$ cat config.mk
export PLATFORM = sky130hd
export DESIGN_NAME = cycle_limit_counter
export DESIGN_NICKNAME = d
export VERILOG_FILES = /design/src/rtl/cycle_limit_counter.sv
export SDC_FILE = /design/constraint.sdc
export NUM_CORES = 1
export LEC_CHECK = 0
export BUFFER_PORTS_ARGS = -buffer_cell sky130_fd_sc_hd__buf_2
export CORE_ASPECT_RATIO = 0.75
export CORE_MARGIN = 2
export CORE_UTILIZATION = 45
export CTS_CLUSTER_SIZE = 30
export DETAILED_ROUTE_END_ITERATION = 12
export PLACE_DENSITY = 0.62
export SYNTH_ARGS = -nofsm -noshare
export SYNTH_HDL_FRONTEND = slang
export SYNTH_SLANG_ARGS = --single-unit
$ cat constraint.sdc
create_clock -name clk -period 4.3 [get_ports clk]
set_clock_uncertainty 0.05 [all_clocks]
set_input_delay 0.43 -clock clk [delete_from_list [all_inputs] [get_ports clk]]
set_output_delay 0.43 -clock clk [all_outputs]
set_load 0.03 [all_outputs]
$ cat src/rtl/cycle_limit_counter.sv
// cycle_limit_counter: run-length timer that counts enabled cycles up or down
// against a latched limit, flags terminal steps, optionally reloads, and can
// end simulation when the run completes.
module cycle_limit_counter #(
    parameter int unsigned WIDTH     = 32,
    parameter bit          FINISH_EN = 1'b1,
    parameter int unsigned WRAPS_W   = 16
) (
    input  logic               clk,
    input  logic               reset,
    input  logic               start_i,
    input  logic               abort_i,
    input  logic               en_i,
    input  logic [1:0]         mode_i,
    input  logic [WIDTH-1:0]   limit_i,
    output logic [WIDTH-1:0]   count_o,
    output logic               busy_o,
    output logic               done_o,
    output logic               tc_o,
    output logic [WRAPS_W-1:0] wraps_o
);

    localparam int unsigned MODE_W = 2;
    localparam logic [MODE_W-1:0] MODE_FREE      = 2'd0;
    localparam logic [MODE_W-1:0] MODE_UP_STOP   = 2'd1;
    localparam logic [MODE_W-1:0] MODE_DOWN_STOP = 2'd2;
    localparam logic [MODE_W-1:0] MODE_UP_WRAP   = 2'd3;

    typedef enum logic [1:0] {
        IDLE = 2'd0,
        RUN  = 2'd1,
        DONE = 2'd2
    } state_t;

    state_t              state_q, state_n;
    logic [WIDTH-1:0]    count_n;
    logic [WIDTH-1:0]    limit_q, limit_n;
    logic [MODE_W-1:0]   mode_q, mode_n;
    logic [WRAPS_W-1:0]  wraps_n;
    logic                tc_n;
    logic                busy_n;
    logic                done_n;
    logic [WIDTH-1:0]    term_c;
    logic                at_term_c;

    // Terminal value for the latched mode
    always_comb begin
        term_c = limit_q;
        case (mode_q)
            MODE_FREE:      term_c = '1;
            MODE_DOWN_STOP: term_c = '0;
            default:        term_c = limit_q;
        endcase
        at_term_c = (count_o == term_c);
    end

    // Next-state and next-output logic; abort beats start beats step
    always_comb begin
        state_n = state_q;
        count_n = count_o;
        limit_n = limit_q;
        mode_n  = mode_q;
        wraps_n = wraps_o;
        tc_n    = 1'b0;

        if (abort_i && (state_q != IDLE)) begin
            state_n = IDLE;
        end else if (start_i) begin
            state_n = RUN;
            mode_n  = mode_i;
            limit_n = limit_i;
            wraps_n = '0;
            count_n = (mode_i == MODE_DOWN_STOP) ? limit_i : '0;
        end else if ((state_q == RUN) && en_i) begin
            if (at_term_c) begin
                tc_n = 1'b1;
                case (mode_q)
                    MODE_UP_STOP, MODE_DOWN_STOP: state_n = DONE;
                    default: begin
                        count_n = '0;
                        if (wraps_o != '1) begin
                            wraps_n = wraps_o + WRAPS_W'(1);
                        end
                    end
                endcase
            end else if (mode_q == MODE_DOWN_STOP) begin
                count_n = count_o - WIDTH'(1);
            end else begin
                count_n = count_o + WIDTH'(1);
            end
        end

        busy_n = (state_n == RUN);
        done_n = (state_n == DONE);
    end

    // State and output registers with synchronous reset
    always_ff @(posedge clk) begin
        if (reset) begin
            state_q <= IDLE;
            count_o <= '0;
            limit_q <= '0;
            mode_q  <= MODE_UP_STOP;
            wraps_o <= '0;
            tc_o    <= 1'b0;
            busy_o  <= 1'b0;
            done_o  <= 1'b0;
        end else begin
            state_q <= state_n;
            count_o <= count_n;
            limit_q <= limit_n;
            mode_q  <= mode_n;
            wraps_o <= wraps_n;
            tc_o    <= tc_n;
            busy_o  <= busy_n;
            done_o  <= done_n;
        end
    end

`ifndef SYNTHESIS
    // End the simulation on the edge that enters DONE
    always_ff @(posedge clk) begin
        if (FINISH_EN && !reset && (state_q != DONE) && (state_n == DONE)) begin
            $write("*-* All Finished *-*\n");
            $finish;
        end
    end
`endif

endmodule
==> key figures <==
Layout
  • Fraction of layout instances using a drive strength above 1: 0.173
  • Fill cells: 1454
  • Post-route insts no fill: 1143
  • Area grow syn2layout: 12.2%
  • Number of diodes: 0
  • Area occupied by registers: 0.00174 mm^2
  • Multi-input gate area: 0.00451 mm^2
  • Layout Nets: 981

Logic synthesis
  • Post-synthesis compound-gate area fraction: 0.248
  • Top FF cell, synth: dfxtp_1
  • Sequential-to-total area share from yosys stat: 0.260
  • Post-Syn Instances: 897
  • Syn Area/Cell: 7.48 um^2
  • Xor/xnor share of the synthesized area: 0.125
  • Async set-reset flop share out of synthesis: 0
  • Post-Syn Area: 0.00671 mm^2
  • Synth cell types: 67
  • Post-Synth Simple-Gate Area: 0.280
  • #FFs+latches synth: 87
  • Largest family of logic cells by synthesized area: simple AND/OR/NAND/NOR gates
  • Synth Area in Adders: 0.00746
  • Syn. warnings: 0
  • Post-Syn Nets: 940
  • Fraction of synthesized area in multiplexers: 0.00765
  • Post-synth EDFFs: 0

Route
  • Drt total wl: 22800 um
  • Vias per Instance: 6.07
  • Drt drc: 0
  • WL/cell: 19.9 um
  • Via count: 6935
  • TritonRoute pass-1 iters: 5
  • DRT iter0 DRCs: 953
  • DRT antenna net count: 0

Global route
  • Total GRT Usage: 0.287
  • First-pass GRT wire length: 35800 um
  • Vias in the first global route: 6078
  • Largest net degree at the start of global routing: 44
  • Total gr overflow: 0
  • Initial antenna violation count: 0

Die
  • Starting density of the core: 0.462
  • Die Wd: 145 um
  • Full die area: 0.0159 mm^2
  • Core box area: 0.0145 mm^2
  • # IOs: 90
  • Die Height: 110 um
  • Row count: 38

Power and ir drop
  • Maximum vdd drop: 0.169 mV
  • Total power draw: 2.31 mW
  • Cell area power density: 307 mW/mm^2
  • Leak Pwr: 2.79 nW

Critical path
  • Crit. End Element: register
  • Crit path arrival time: 3830 ps
  • Startpoint Class: register
  • Worst Path Required: 4480 ps
  • CP Class: register to register
  • Max FO, Critical Path: 10

Min path
  • Hold Path Class: input port to register

STA
  • Min cycle time layout: 3650 ps
  • Period utilisation layout: 0.849
  • Fin. max-slew vios: 0
  • Final setup viols: 0
  • Setup ws final: 649 ps
  • Fmax: 0.274 GHz
  • Measured slew at the worst slew-check pin: 922 ps
  • Total Neg Setup Slack: 0 ps
  • Relative slew slack: 0.379
  • Fin. Hold Viols: 0
  • RSZ-0062 raised after global routing: no

Run status
  • Outcome: finished, final reports clean

Clock tree
  • Clk pin slew, worst setup/hold paths: 70 ps
  • Worst-Skew Late Latency: 360 ps
  • TritonCTS Buffers: 9
  • TritonCTS clock tree: done
  • H-tree depth: 3
  • Clock Path Buffers: 2
  • Clock sink count: 87
  • Hold_buf cts: 0
  • Post-CTS sizing: 0
  • Setup Fix Bufs, Post-CTS: 0
  • CTS Root Cell: clkbuf_16

Place
  • Placer Congestion: 0.936
  • Port-buffer cells: 89
  • DP HPWL: 16000 um
  • Post-Place Worst Slack: 759 ps
  • DP Cell Count: 1127

Job
  • Max cap viols: 0
[worst paths after layout]
check | slack (ps) | cells past startpoint | start | endpoint
max reg2reg | 650 | 12 | mode_q[0] | count_o[20]
min reg2reg | 410 | 2 | limit_q[14] | limit_q[14]
min | 270 | 3 | limit_i[20] | limit_q[20]
max | 650 | 12 | mode_q[0] | count_o[20]
[cell type report]
| class | count | share of cell area |
|---|---|---|
| clock buffer | 11 | 0.0322 |
| clock inverter | 5 | 0.00515 |
| inverter | 16 | 0.00798 |
| timing repair buffer | 121 | 0.0911 |
| tap | 200 | 0.0332 |
| sequential | 87 | 0.231 |
| multi-input combinational | 703 | 0.599 |
[worst max-delay path: stages, from the launching register on]
cell and delay (ps):
dfxtp_1 540, inv_1 180, ha_4 210, xor2_1 140, ha_1 230, a21boi_0 150
o22ai_1 360, nor3_1 120, o21ai_0 750, o21ai_0 260, xnor2_1 200, a221oi_1 260
nor3_1 80
[synth_stat cells, types with 4 or more instances]
| cell type | instances | area share |
|---|---|---|
| and4b_1 | 12 | 0.018 |
| and3_1 | 10 | 0.0093 |
| nand2b_1 | 6 | 0.0056 |
| nor4_1 | 14 | 0.013 |
| or4b_2 | 4 | 0.0060 |
| o22a_1 | 4 | 0.0052 |
| nor2b_1 | 8 | 0.0075 |
| buf_2 | 25 | 0.019 |
| xor2_1 | 26 | 0.034 |
| a2bb2oi_1 | 5 | 0.0065 |
| nor3_2 | 10 | 0.015 |
| a21o_1 | 4 | 0.0045 |
| inv_1 | 15 | 0.0084 |
| a22o_1 | 6 | 0.0078 |
| nand3_1 | 19 | 0.014 |
| buf_6 | 5 | 0.0084 |
| clkbuf_1 | 59 | 0.033 |
| nor2_1 | 70 | 0.039 |
| a31oi_1 | 5 | 0.0047 |
| nor3b_1 | 7 | 0.0078 |
| o22ai_1 | 5 | 0.0047 |
| a32oi_1 | 8 | 0.010 |
| o211ai_1 | 8 | 0.0090 |
| nor4b_1 | 7 | 0.0091 |
| nand3b_1 | 7 | 0.0078 |
| nand4_1 | 19 | 0.018 |
| or3_1 | 8 | 0.0075 |
| nor3_1 | 29 | 0.022 |
| o31ai_1 | 5 | 0.0056 |
| o31a_1 | 13 | 0.017 |
| a22oi_1 | 6 | 0.0067 |
| dfxtp_1 | 87 | 0.26 |
| a211oi_1 | 6 | 0.0067 |
| a221oi_1 | 23 | 0.030 |
| a21oi_1 | 65 | 0.049 |
| nand2_1 | 116 | 0.065 |
| ha_1 | 4 | 0.0075 |
| mux2i_1 | 4 | 0.0060 |
| o21ai_0 | 45 | 0.034 |
| xnor2_1 | 70 | 0.091 |
[through the flow]
step | hold slack (ps) | utilization | instance area, um^2
detailed placement | 403 | 0.500 | 7250
floorplan | 386 | - | 6710
CTS | 257 | 0.519 | 7530
finish | 266 | 0.519 | 7530
global route | 263 | 0.519 | 7530
global placement | 396 | 0.500 | 7250
[placed cells by master (no fill, tap or decap), drive strengths merged, types with 4 or more instances in the layout]
cell     synthesis  routed
o211ai           8       8
inv             16      18
and3            10      10
clkbuf          59      11
or3              8       8
a22oi            6       6
nand2b           6       6
or4b             6       6
o31ai            5       5
a32oi            8       8
nor4b            7       7
nor2            70      70
nor4            14      14
a211oi           6       6
nand2          116     116
a2bb2oi          5       5
dfxtp           87      87
o41ai            4       4
nor2b            8       8
o22ai            5       5
buf             32     121
a21oi           65      65
a31oi            5       5
nand4           19      19
nor3b            7       7
a21o             4       4
ha               4       4
xnor2           70      70
a221oi          26      26
a22o             6       6
mux2i            4       4
nor3            39      39
xor2            26      26
o31a            13      13
nand3b           7       7
o22a             4       4
and4b           12      12
o21ai           46      46
nand3           19      19
[power by group]
| group | total (mW) | internal [mW] | switching [mW] |
|---|---|---|---|
| combinational | 0.613 | 0.222 | 0.391 |
| clock | 0.769 | 0.412 | 0.356 |
| sequential | 0.930 | 0.852 | 0.0783 |
| total | 2.31 | 1.49 | 0.825 |
[cell families after synthesis]
logic type / after synthesis
xor gates and xnor gates: 96
adders and majority gates: 4
and+or+nand+nor: 359
AOI/OAI and AO/OA: 239
buffers and inverters: 107
DFF: 87
muxes: 5
[layer usage]
| layer | part of all wire | vias to the layer above | track usage |
|---|---|---|---|
| li1 | - | 3345 | - |
| met1 | 0.48 | 3263 | 0.423 |
| met2 | 0.42 | 300 | 0.420 |
| met3 | 0.089 | 27 | 0.0627 |
| met4 | 0.018 | 0 | 0.0799 |
| met5 | 0 | - | 0 |
[sequential cells by signal, summed over array words and instances, names as in the netlist]
register  count
busy_o        1
count_o      32
done_o        1
limit_q      32
mode_q        2
state_q       2
tc_o          1
wraps_o      16
No activity file was read; power rests on OpenSTA's default activity.
